===== src/rtl/btb_sram_port_ctrl.sv =====
// btb_sram_port_ctrl: single-port BTB SRAM front end with init sweep,
// one-entry write buffer, read-after-write bypass and write starvation guard.
//
// Ports:
//   clock, reset          : clock, asynchronous active-high reset
//   io_rd_*               : predictor read request (valid/ready + set index)
//   io_resp_*             : read response, one cycle after read fire
//   io_wr_*               : update write request into the write buffer
//   sram_rreq_* / rresp_* : SRAM read port (data returns the next cycle)
//   sram_wreq_*           : SRAM write port
//   io_perf_rd_stall/io_perf_bypass : 32-bit saturating perf counters,
//                           present only with BTB_SRAM_PORT_CTRL_PERF_EN defined
module btb_sram_port_ctrl #(
    parameter int NSETS     = 128,
    parameter int IDX_W     = 7,
    parameter int TAG_W     = 9,
    parameter int CTR_W     = 2,
    parameter int TGT_W     = 39,
    parameter int MAX_STALL = 4
) (
    input  logic             clock,
    input  logic             reset,
    input  logic             io_rd_valid,
    output logic             io_rd_ready,
    input  logic [IDX_W-1:0] io_rd_setIdx,
    output logic             io_resp_valid,
    output logic [TAG_W-1:0] io_resp_tag,
    output logic [CTR_W-1:0] io_resp_ctr,
    output logic [TGT_W-1:0] io_resp_target,
    input  logic             io_wr_valid,
    output logic             io_wr_ready,
    input  logic [IDX_W-1:0] io_wr_setIdx,
    input  logic [TAG_W-1:0] io_wr_tag,
    input  logic [CTR_W-1:0] io_wr_ctr,
    input  logic [TGT_W-1:0] io_wr_target,
    output logic             sram_rreq_valid,
    output logic [IDX_W-1:0] sram_rreq_setIdx,
    input  logic [TAG_W-1:0] sram_rresp_tag,
    input  logic [CTR_W-1:0] sram_rresp_ctr,
    input  logic [TGT_W-1:0] sram_rresp_target,
    output logic             sram_wreq_valid,
    output logic [IDX_W-1:0] sram_wreq_setIdx,
    output logic [TAG_W-1:0] sram_wreq_tag,
    output logic [CTR_W-1:0] sram_wreq_ctr,
    output logic [TGT_W-1:0] sram_wreq_target
`ifdef BTB_SRAM_PORT_CTRL_PERF_EN
    ,
    output logic [31:0]      io_perf_rd_stall,
    output logic [31:0]      io_perf_bypass
`endif
);

    localparam int SC_W = $clog2(MAX_STALL + 1);
    localparam logic [IDX_W-1:0] LAST_IDX = IDX_W'(NSETS - 1);
    localparam logic [SC_W-1:0] STALL_MAX = SC_W'(MAX_STALL);

    typedef enum logic {
        ST_INIT,
        ST_RUN
    } state_t;

    state_t state;
    state_t state_nxt;

    logic [IDX_W-1:0] init_idx;

    logic             wbuf_valid;
    logic [IDX_W-1:0] wbuf_idx;
    logic [TAG_W-1:0] wbuf_tag;
    logic [CTR_W-1:0] wbuf_ctr;
    logic [TGT_W-1:0] wbuf_tgt;
    logic [SC_W-1:0]  starve_cnt;

    logic             resp_valid;
    logic             byp_hit;
    logic [TAG_W-1:0] byp_tag;
    logic [CTR_W-1:0] byp_ctr;
    logic [TGT_W-1:0] byp_tgt;

    logic force_wr;
    logic rd_fire;
    logic wr_fire;
    logic wr_issue;

    // The buffered write has lost MAX_STALL arbitrations in a row:
    // block reads for one cycle so it can drain.
    assign force_wr = wbuf_valid && (starve_cnt == STALL_MAX);

    always_comb begin
        state_nxt        = state;
        io_rd_ready      = 1'b0;
        io_wr_ready      = 1'b0;
        rd_fire          = 1'b0;
        wr_fire          = 1'b0;
        wr_issue         = 1'b0;
        sram_rreq_valid  = 1'b0;
        sram_rreq_setIdx = '0;
        sram_wreq_valid  = 1'b0;
        sram_wreq_setIdx = '0;
        sram_wreq_tag    = '0;
        sram_wreq_ctr    = '0;
        sram_wreq_target = '0;
        unique case (state)
            ST_INIT: begin
                sram_wreq_valid  = 1'b1;
                sram_wreq_setIdx = init_idx;
                if (init_idx == LAST_IDX) begin
                    state_nxt = ST_RUN;
                end
            end
            ST_RUN: begin
                io_wr_ready = !wbuf_valid;
                io_rd_ready = !force_wr;
                wr_fire     = io_wr_valid && !wbuf_valid;
                rd_fire     = io_rd_valid && !force_wr;
                // Reads win the single port; a write only goes out
                // in a cycle with no read.
                if (rd_fire) begin
                    sram_rreq_valid  = 1'b1;
                    sram_rreq_setIdx = io_rd_setIdx;
                end else if (wbuf_valid) begin
                    wr_issue         = 1'b1;
                    sram_wreq_valid  = 1'b1;
                    sram_wreq_setIdx = wbuf_idx;
                    sram_wreq_tag    = wbuf_tag;
                    sram_wreq_ctr    = wbuf_ctr;
                    sram_wreq_target = wbuf_tgt;
                end
            end
            default: begin
                state_nxt = ST_INIT;
            end
        endcase
    end

    always_ff @(posedge clock or posedge reset) begin
        if (reset) begin
            state <= ST_INIT;
        end else begin
            state <= state_nxt;
        end
    end

    always_ff @(posedge clock or posedge reset) begin
        if (reset) begin
            init_idx <= '0;
        end else if (state == ST_INIT) begin
            init_idx <= init_idx + 1'b1;
        end
    end

    // Write buffer: load and issue are mutually exclusive because a
    // load needs an empty buffer and an issue needs a full one.
    always_ff @(posedge clock or posedge reset) begin
        if (reset) begin
            wbuf_valid <= 1'b0;
            wbuf_idx   <= '0;
            wbuf_tag   <= '0;
            wbuf_ctr   <= '0;
            wbuf_tgt   <= '0;
        end else if (wr_fire) begin
            wbuf_valid <= 1'b1;
            wbuf_idx   <= io_wr_setIdx;
            wbuf_tag   <= io_wr_tag;
            wbuf_ctr   <= io_wr_ctr;
            wbuf_tgt   <= io_wr_target;
        end else if (wr_issue) begin
            wbuf_valid <= 1'b0;
        end
    end

    always_ff @(posedge clock or posedge reset) begin
        if (reset) begin
            starve_cnt <= '0;
        end else if (wr_issue) begin
            starve_cnt <= '0;
        end else if (rd_fire && wbuf_valid && starve_cnt != STALL_MAX) begin
            starve_cnt <= starve_cnt + 1'b1;
        end
    end

    // The SRAM still holds the old entry while the write sits in the
    // buffer, so a read to that set takes the buffered data instead.
    always_ff @(posedge clock or posedge reset) begin
        if (reset) begin
            resp_valid <= 1'b0;
            byp_hit    <= 1'b0;
            byp_tag    <= '0;
            byp_ctr    <= '0;
            byp_tgt    <= '0;
        end else begin
            resp_valid <= rd_fire;
            byp_hit    <= rd_fire && wbuf_valid && (wbuf_idx == io_rd_setIdx);
            if (rd_fire) begin
                byp_tag <= wbuf_tag;
                byp_ctr <= wbuf_ctr;
                byp_tgt <= wbuf_tgt;
            end
        end
    end

    always_comb begin
        io_resp_valid  = resp_valid;
        io_resp_tag    = '0;
        io_resp_ctr    = '0;
        io_resp_target = '0;
        if (resp_valid) begin
            if (byp_hit) begin
                io_resp_tag    = byp_tag;
                io_resp_ctr    = byp_ctr;
                io_resp_target = byp_tgt;
            end else begin
                io_resp_tag    = sram_rresp_tag;
                io_resp_ctr    = sram_rresp_ctr;
                io_resp_target = sram_rresp_target;
            end
        end
    end

`ifdef BTB_SRAM_PORT_CTRL_PERF_EN
    logic [31:0] perf_stall;
    logic [31:0] perf_byp;

    always_ff @(posedge clock or posedge reset) begin
        if (reset) begin
            perf_stall <= '0;
        end else if (state == ST_RUN && io_rd_valid && !io_rd_ready
                     && perf_stall != '1) begin
            perf_stall <= perf_stall + 1'b1;
        end
    end

    always_ff @(posedge clock or posedge reset) begin
        if (reset) begin
            perf_byp <= '0;
        end else if (resp_valid && byp_hit && perf_byp != '1) begin
            perf_byp <= perf_byp + 1'b1;
        end
    end

    assign io_perf_rd_stall = perf_stall;
    assign io_perf_bypass   = perf_byp;
`endif

endmodule


===== config.mk =====
export PLATFORM = sky130hd
export DESIGN_NAME = btb_sram_port_ctrl
export DESIGN_NICKNAME = d
export VERILOG_FILES = /design/src/rtl/btb_sram_port_ctrl.sv
export SDC_FILE = /design/constraint.sdc
export NUM_CORES = 1
export LEC_CHECK = 0
export BUFFER_PORTS_ARGS = -buffer_cell sky130_fd_sc_hd__buf_4
export CORE_MARGIN = 2
export CORE_UTILIZATION = 44
export DETAILED_ROUTE_END_ITERATION = 6
export GPL_TIMING_DRIVEN = 0
export HOLD_SLACK_MARGIN = 0.08
export PLACE_DENSITY = 0.75
export SETUP_SLACK_MARGIN = 0.5
export SLEW_MARGIN = 25
export SYNTH_ARGS = -nofsm -noshare
export SYNTH_HDL_FRONTEND = slang
export SYNTH_SLANG_ARGS = --single-unit

===== constraint.sdc =====
create_clock -name clock -period 3.1 [get_ports clock]
set_input_delay 0.155 -clock clock [delete_from_list [all_inputs] [get_ports clock]]
set_output_delay 0.155 -clock clock [all_outputs]
set_load 0.05 [all_outputs]

==> summary by stage, run 1 <==
Critical path
The cell family contributing the most delay on the critical path is buffers and inverters. The nature of the critical path startpoint is a flop. The number of buffers and inverters on the critical path is 4. The library cell appearing most often on the critical path is sky130_fd_sc_hd__buf_4. The critical path goes through inv_1 > ha_1 > nand2_1 > a21oi_2 > buf_4 > clkbuf_2 > and2_1 > buf_4. By startpoint and endpoint, the worst setup path is classified as flop to output port. For the worst setup path, the data required time is 2.94 ns. The delay of the slowest cell on the worst path is 0.41 ns.

The depth of the worst register-to-register path is 5. STA classifies the critical path endpoint as an output port. The data arrival time at the worst-slack endpoint is 2.24 ns.

Along the worst path, the maximum fanout reaches 10. The worst reg2reg path startpoint is wbuf_idx[3]$_DFFE_PP0P_. The internal reg-to-reg setup slack is 1.12 ns.

The endpoint of the worst register-to-register path is byp_hit$_DFF_PP0_. Among all stages on the critical path, the largest delay is contributed by sky130_fd_sc_hd__dfrtp_1.

Synthesis
The number of standard cells after synthesis is 479. After synthesis, the netlist uses 29 different library cells. The mux cell area share after synthesis is 0.286. The number of synthesized register bits is 121. The synthesized-area fraction occupied by adder cells is 0.00624. The mean cell area of the mapped netlist is ~13 sq um. Of the total synthesized cell area, the portion taken by AND, OR, NAND and NOR gates is 0.133.

The number of nets handed over by synthesis was 600. The sequential element share of the synthesized area is 0.504. The cell area after synthesis is 0.00601 sq mm. The largest family of logic cells by synthesized area is multiplexers. The Yosys step of the flow raised 0 warnings.

The xor-xnor portion of the synthesized cell area is 0.0189. The compound-gate portion of the synthesized area is 0.0181.

GRT
The global-route congestion overflow total is 0. The first-pass GRT wire length is between 20000 and 30000 um. The number of global-route vias before repair is 5209. The initial antenna violation count is 0. Entering global routing, the biggest net connects 35 pins. The total track usage is 0.228.

Die
The number of standard-cell rows in the floorplan is 42. The floorplan die height is 121 um. The region available for standard cell placement spans about 0.013 sq mm.

The total I/O pin count is 237. Measured along the x axis, the die boundary spans 121 um. The effective utilization at floorplan is 0.452. The full die area is about 0.015 sq mm.

STA
For the pin with the worst max-slew slack, the measured transition is 0.469 ns. Summed over all failing endpoints, the final setup total negative slack is 0 ns. The final period utilization is 0.774. The count of final max-slew check failures was 0. Setup repair after global routing left no endpoint under its margin. Based on the critical path, the design can be clocked at up to 417 MHz.

Setup violations remaining at the end of the flow were counted as 0. The worst pin sits at a relative slew slack of 0.687. The final count of hold timing violations came to 0. The worst setup skew after layout is 0.00637 ns.

The shortest period the worst path allows is ~2.4 ns.

Cells and area
Of the cells placed in the final design, the portion with a size suffix greater than 1 is 0.493. For this run, the post-layout net count is a little over 900. The count of antenna diodes in the layout is 0. The multi-input combinational cells in the finished layout cover a total of 0.00278 sq mm. Leaving out fill and tap cells, the most frequent cell in the layout is sky130_fd_sc_hd__buf_4.

The area growth from synthesis to layout is 53.7%. Once layout is complete, the utilization of the core stands at 0.695. The number of fillers in the final layout is 985.

The finished layout cell area is 0.00924 sq mm. In the layout the commonest cells are sky130_fd_sc_hd__buf_4 (238), sky130_fd_sc_hd__dfrtp_1 (121), sky130_fd_sc_hd__mux2_2 (107). Across the whole layout, storage elements account for 0.00303 sq mm.

CTS
In this run, CTS created clock tree buffers numbering 17. TritonCTS built the clock tree. The sink count of the clock tree is 121. The clock slew seen by the registers of the worst setup and hold paths is 0.05 ns. The clock latency reported for the late side of the worst-skew pair is between 0.4 and 0.5 ns. The worst-case clock buffer depth is 2. The number of levels the H-tree was split into is 4. Post-CTS timing repair inserted 0 buffers for setup.

The cell sitting at the root of the clock tree is a sky130_fd_sc_hd__clkbuf_16.

Place
The final HPWL from detailed placement is 11900 um. The area after detailed placement is 0.00809 sq mm. The congestion estimate from routability-driven global placement came to 0.803. In this run the tool buffered the top-level ports with 236 buffer cells.

Power
The leakage power summed over all cells is 4.69 nW. The power density relative to cell area is 388 mW/mm^2. The maximum vdd ir drop is 288 uV.

Route
For this run, the detailed router's first-pass iteration total came to 4. The vias after detailed routing is 4842. For this block, the routed nets add up to roughly 17000 um of wire.

The average routed wire per standard cell is ~17 um. The number of design-rule violations left by the first detailed-router iteration is approximately 140. The count of nets left with antenna violations after detail routing is 0. Dividing the detail-routed via count by the number of cells gives 4.90. The final routed DRC violation total is 0.

Flow run
The tool flagged a number of max-cap violations equal to 0.

Status
The flow ran to the end, and the final reports show no timing, DRC or antenna violations.

Worst hold path
The class of the most critical hold timing path is input port to async pin.
==> how the worst max path moves through the flow <==
stage	startpoint	end	slack [ns]	cells past startpoint
2_1_floorplan	starve_cnt[0]$_DFFE_PP0P_	sram_wreq_valid	1.01	8
3_3_place_gp	reset	wbuf_tag[0]$_DFFE_PP0P_	0.74	2
3_5_place_dp	starve_cnt[0]$_DFFE_PP0P_	sram_wreq_target[20]	0.94	8
4_1_cts	starve_cnt[0]$_DFFE_PP0P_	sram_wreq_target[28]	0.50	8
5_1_grt	starve_cnt[0]$_DFFE_PP0P_	sram_wreq_target[20]	0.58	8
6_report	starve_cnt[0]$_DFFE_PP0P_	sram_wreq_target[20]	0.70	8
==> area by class of cell <==
cell class / instances / area share
buffer: 31 / 0.0195
multi-input combinational: 320 / 0.301
tap: 176 / 0.0238
timing repair buffer: 302 / 0.268
clock inverter: 10 / 0.00867
sequential: 121 / 0.328
inverter: 7 / 0.00325
clock buffer: 21 / 0.0477
==> repair_timing <==
action	in CTS	in global routing
gates resized for setup	0	4
setup endpoints to repair	0	20
hold endpoints to repair	90	0
hold buffers	62	0
==> report_power, final <==
group	switching, W	internal, W	total, W	leakage, nW
Sequential	0	0.00158	0.00158	1.67
Combinational	0.0000842	0.000168	0.000252	2.77
Clock	0.000669	0.00108	0.00175	0.256
Total	0.000753	0.00283	0.00359	4.69
==> layer usage <==
metal	track usage	part of all wire
met5	0	0
met2	0.403	0.52
met4	0.0705	0.013
met3	0.0498	0.058
met1	0.278	0.41
==> cell families (layout without fill, tap and decap cells) <==
kind of cell	count (synthesis)	count (layout)
AOI/OAI and AO/OA	14	14
and+or+nand+nor	132	132
muxes	158	158
DFF	121	121
xor gates and xnor gates	13	13
buffers and inverters	38	371
adders and majority gates	3	3
==> worst register-to-register path: stages, from the launching register on <==
cell                            delay, ns
sky130_fd_sc_hd__dfrtp_1             0.41
sky130_fd_sc_hd__xnor2_1             0.17
sky130_fd_sc_hd__nand3_1             0.08
sky130_fd_sc_hd__dlygate4sd3_1       0.56
sky130_fd_sc_hd__nor3_1              0.15
sky130_fd_sc_hd__dlygate4sd3_1       0.56
==> synth_stat cells <==
cell,instances,area [sq um]
sky130_fd_sc_hd__nand2b_1,1,6.26
sky130_fd_sc_hd__nand2_1,6,22.5
sky130_fd_sc_hd__o31ai_1,1,7.51
sky130_fd_sc_hd__a21o_1,1,7.51
sky130_fd_sc_hd__mux2_4,1,15.0
sky130_fd_sc_hd__nand2_2,1,6.26
sky130_fd_sc_hd__a21oi_2,1,8.76
sky130_fd_sc_hd__mux2_2,107,1200
sky130_fd_sc_hd__clkbuf_2,1,5.00
sky130_fd_sc_hd__a22o_1,7,61.3
sky130_fd_sc_hd__buf_2,12,60.1
sky130_fd_sc_hd__inv_1,7,26.3
sky130_fd_sc_hd__o2bb2ai_1,1,8.76
sky130_fd_sc_hd__nor2_1,2,7.51
sky130_fd_sc_hd__xnor2_1,13,114
sky130_fd_sc_hd__nand4_1,3,18.8
sky130_fd_sc_hd__mux2i_1,50,500
sky130_fd_sc_hd__o21ai_0,3,15.0
sky130_fd_sc_hd__nor2b_1,51,319
sky130_fd_sc_hd__buf_4,2,15.0
sky130_fd_sc_hd__clkbuf_1,11,41.3
sky130_fd_sc_hd__buf_6,5,56.3
sky130_fd_sc_hd__nand3_1,5,25.0
sky130_fd_sc_hd__and2_1,59,369
sky130_fd_sc_hd__nor3_1,2,10.0
sky130_fd_sc_hd__dfrtp_1,121,3030
sky130_fd_sc_hd__ha_1,3,37.5
sky130_fd_sc_hd__and2b_1,1,7.51
sky130_fd_sc_hd__and3_1,1,6.26
==> stage by stage <==
| stage | setup slack (ns) | instances | power [W] | hold WS, ns |
|---|---|---|---|---|
| global route | 0.577 | 988 | 0.00371 | 0.274 |
| detailed placement | 0.944 | 895 | 0.00180 | 0.0876 |
| CTS | 0.504 | 988 | 0.00362 | 0.212 |
| floorplan | 1.01 | 479 | 0.00165 | 0.288 |
| finish | 0.702 | 988 | 0.00359 | 0.261 |
| global placement | 0.744 | 891 | 0.00178 | 0.388 |
==> flip-flops by register name, indices dropped and copies added (netlist names) <==
signal and count:
byp_hit 1, wbuf_tag 9, wbuf_ctr 2, state 1, wbuf_valid 1, byp_tgt 39, init_idx 7, wbuf_idx 7
starve_cnt 3, io_resp_valid 1, byp_ctr 2, wbuf_tgt 39, byp_tag 9
No activity file was read; power rests on OpenSTA's default activity.
==> inputs of run 2 (changes only) <==
--- a/config.mk
+++ b/config.mk
@@ -11,7 +11,7 @@
 export DETAILED_ROUTE_END_ITERATION = 6
 export GPL_TIMING_DRIVEN = 0
 export HOLD_SLACK_MARGIN = 0.08
-export PLACE_DENSITY = 0.75
+export PLACE_DENSITY = 0.72
 export SETUP_SLACK_MARGIN = 0.5
 export SLEW_MARGIN = 25
 export SYNTH_ARGS = -nofsm -noshare
==> constraint.sdc (replaced) <==
create_clock -name clock -period 2.35 [get_ports clock]
set_input_delay 0.1175 -clock clock [delete_from_list [all_inputs] [get_ports clock]]
set_output_delay 0.1175 -clock clock [all_outputs]
set_load 0.05 [all_outputs]
==> summary by stage, run 2 (synthesis gave the netlist of run 1 again) <==
STA
The final count of hold timing violations was 0. The worst-case headroom to the max-slew limit is 0.763. For the pin with the worst max-slew slack, the measured transition is 0.355 ns. Of the available clock period, the critical path in the final layout requires 0.940.

Clock skew on the completed layout was measured at approximately 0.0074 ns. Setup violations remaining at the end of the flow were counted as 0. The shortest period the worst path allows is 2.21 ns. The count of final max-slew check failures was 0.

Setup repair after global routing could not meet its margin everywhere. After routing, the total negative slack on setup checks comes to 0 ns. Derived from the worst setup path, the maximum achievable clock frequency is 453 MHz.

Worst hold path
The class of the most critical hold timing path is input port to async pin.

Status
The flow ran to the end, and the final reports show no timing, DRC or antenna violations.

Route
The final routed DRC violation total is 0. The count of nets left with antenna violations after detail routing is 0. Dividing the detail-routed wire length by the instance count gives 18.3 um. The detail-routed via count per cell is 5.00. The final route contains a little over 5000 vias. The final wirelength is 18500 um. The number of iterations in the first detailed-routing pass is 4. The detailed router finished its first iteration with 248 violations.

Die
The total I/O pin count is 237. The floorplan die height is 121 um. The die boundary width is 121 um. The full die area is 0.0146 sq mm.

The core region is 0.0133 sq mm. The effective utilization at floorplan is 0.452. After floorplanning, the core was divided into between 40 and 50 placement rows.

Cells and area
Relative to the synthesized area, the layout overhead comes to 71.6%. The library cell used most frequently in the layout, excluding fill and tap cells, is sky130_fd_sc_hd__buf_4. The non-filler instance count after layout is a little over 1000. The number of fillers in the final layout is slightly above 800. After the last flow step, the layout net total stands at 942.

In the final layout, the registers with the most flip-flops are byp_tgt (39), wbuf_tgt (39). The finished cells cover 0.0103 sq mm. The library cells used most frequently in the layout, excluding fill and tap cells, are sky130_fd_sc_hd__buf_4 (178), sky130_fd_sc_hd__dfrtp_1 (120), sky130_fd_sc_hd__mux2_2 (107). The ratio of cells with drive above 1 in the final layout is 0.584. The repair_antennas step left the layout with diodes totalling 0.

GRT
The initial antenna violation count was 0. The total track usage is 0.259. The total overflow left after global routing is 0.

The number of global-route vias before repair is 5536. The first-pass GRT wire length is 28700 um. Entering global routing, the biggest net connects 32 pins.

CTS
The root buffer cell chosen for the clock tree is sky130_fd_sc_hd__clkbuf_16. The later pin in the worst-skew pair is clocked with a latency of roughly 0.42 ns. The number of levels the H-tree was split into is 4. The worst-case clock buffer depth is 2. After clock tree synthesis, the clock-pin slew on the worst setup and hold paths is 0.06 ns. The CTS tree is done. The CTS buffer count is 17. The clock net in this run drives a total of 121 sinks.

Power
The power consumption is just under 0.005 W. The maximum vdd ir drop is 351 uV. The power density relative to cell area is 478 mW/mm^2. The leakage power summed over all cells is approximately 5.1 nW.

Place
In this run the cell area measured after placement is 0.00811 sq mm. In this run the tool buffered the top-level ports with 236 buffer cells. The number of placed instances, taps included, is 895. The routability congestion estimate is 0.802.

The final HPWL from detailed placement is 11900 um.

Critical path
By startpoint and endpoint, the worst setup path is classified as flop to output port. Measured in cells, the most critical reg-to-reg path has a length of 10. The worst setup path is captured at an output port. The internal reg-to-reg setup slack is 0.46 ns. Data on the critical path is required at its endpoint by 2.23 ns.

The beginning of the critical path is starve_cnt[1]$_DFFE_PP0P_. Data on the critical path arrives at its endpoint at 2.09 ns. The worst register-to-register path ends at byp_tgt[0]$_DFFE_PP0P_. The nature of the critical path startpoint is a flop.

The worst reg2reg path startpoint is starve_cnt[1]$_DFFE_PP0P_. In this run the worst path has a maximum fanout of 8.

Flow run
The total of max-cap violations is 0.
[run 2: changes by cell type in the layout (fill, tap and decap cells not counted), sizes merged]
| cell | previous run | this run |
|---|---|---|
| buf | 259 | 280 |
| bufinv | 1 | 2 |
| clkbuf | 33 | 34 |
| clkinv | 7 | 6 |
| clkinvlp | 3 | 2 |
| dlygate4sd3 | 62 | 63 |
[run 2: worst max-delay path, stage by stage (launching register included)]
cell and delay (ns):
sky130_fd_sc_hd__dfrtp_1 0.41, sky130_fd_sc_hd__inv_2 0.09, sky130_fd_sc_hd__ha_4 0.15, sky130_fd_sc_hd__buf_6 0.10
sky130_fd_sc_hd__nand2_4 0.05, sky130_fd_sc_hd__a21oi_4 0.23, sky130_fd_sc_hd__buf_6 0.19, sky130_fd_sc_hd__buf_8 0.13
sky130_fd_sc_hd__a22o_1 0.16, sky130_fd_sc_hd__buf_6 0.17
[run 2: layer usage]
metal | vias up | part of all wire | global-route usage
li1 | 2317 | - | -
met1 | 2502 | 0.38 | 0.295
met2 | 189 | 0.53 | 0.459
met3 | 37 | 0.067 | 0.0724
met4 | 0 | 0.022 | 0.0981
met5 | - | 0 | 0
[run 2: repair_timing]
action / CTS / global route
endpoints found under the setup margin: 157 / 123
gates resized for setup: 214 / 34
gates cloned: 4 / 1
hold buffers: 63 / 0
setup buffers: 9 / 6
hold endpoints to repair: 130 / 0
pin swaps: 25 / 18
[run 2: where the power goes]
part / internal [W] / switching, W / total (W)
clock network: 0.00160 / 0.000902 / 0.00250
logic: 0.000223 / 0.000117 / 0.000340
registers: 0.00209 / 0 / 0.00209
[run 2: worst max-delay path by stage]
| stage | end | slack [ns] | cells after the start |
|---|---|---|---|
| 4_1_cts | sram_wreq_setIdx[3] | 0.20 | 9 |
| 6_report | sram_wreq_setIdx[3] | 0.14 | 9 |
| 3_3_place_gp | wbuf_idx[4]$_DFFE_PP0P_ | 0.02 | 2 |
| 5_1_grt | sram_wreq_setIdx[3] | 0.07 | 9 |
| 3_5_place_dp | sram_wreq_target[27] | 0.29 | 8 |
| 2_1_floorplan | sram_wreq_valid | 0.53 | 8 |
[run 2: cell type report]
cell class                      instances  area (sq um)  share of cell area
Inverter                                7          30.0             0.00291
Buffer                                 31           352              0.0341
Multi-Input combinational cell        320          2950               0.286
Sequential cell                       121          3030               0.294
Timing Repair Buffer                  323          3170               0.307
Clock buffer                           23           468              0.0454
Clock inverter                          9          97.6             0.00946
Tap cell                              176           220              0.0213
[run 2: stage by stage]
stage | utilization | hold WS, ns | setup slack, ns
3_5_place_dp | 0.610 | 0.117 | 0.291
3_3_place_gp | 0.603 | 0.350 | 0.0182
4_1_cts | 0.764 | 0.232 | 0.199
6_report | 0.776 | 0.255 | 0.142
5_1_grt | 0.776 | 0.262 | 0.0673
2_1_floorplan | - | 0.250 | 0.526
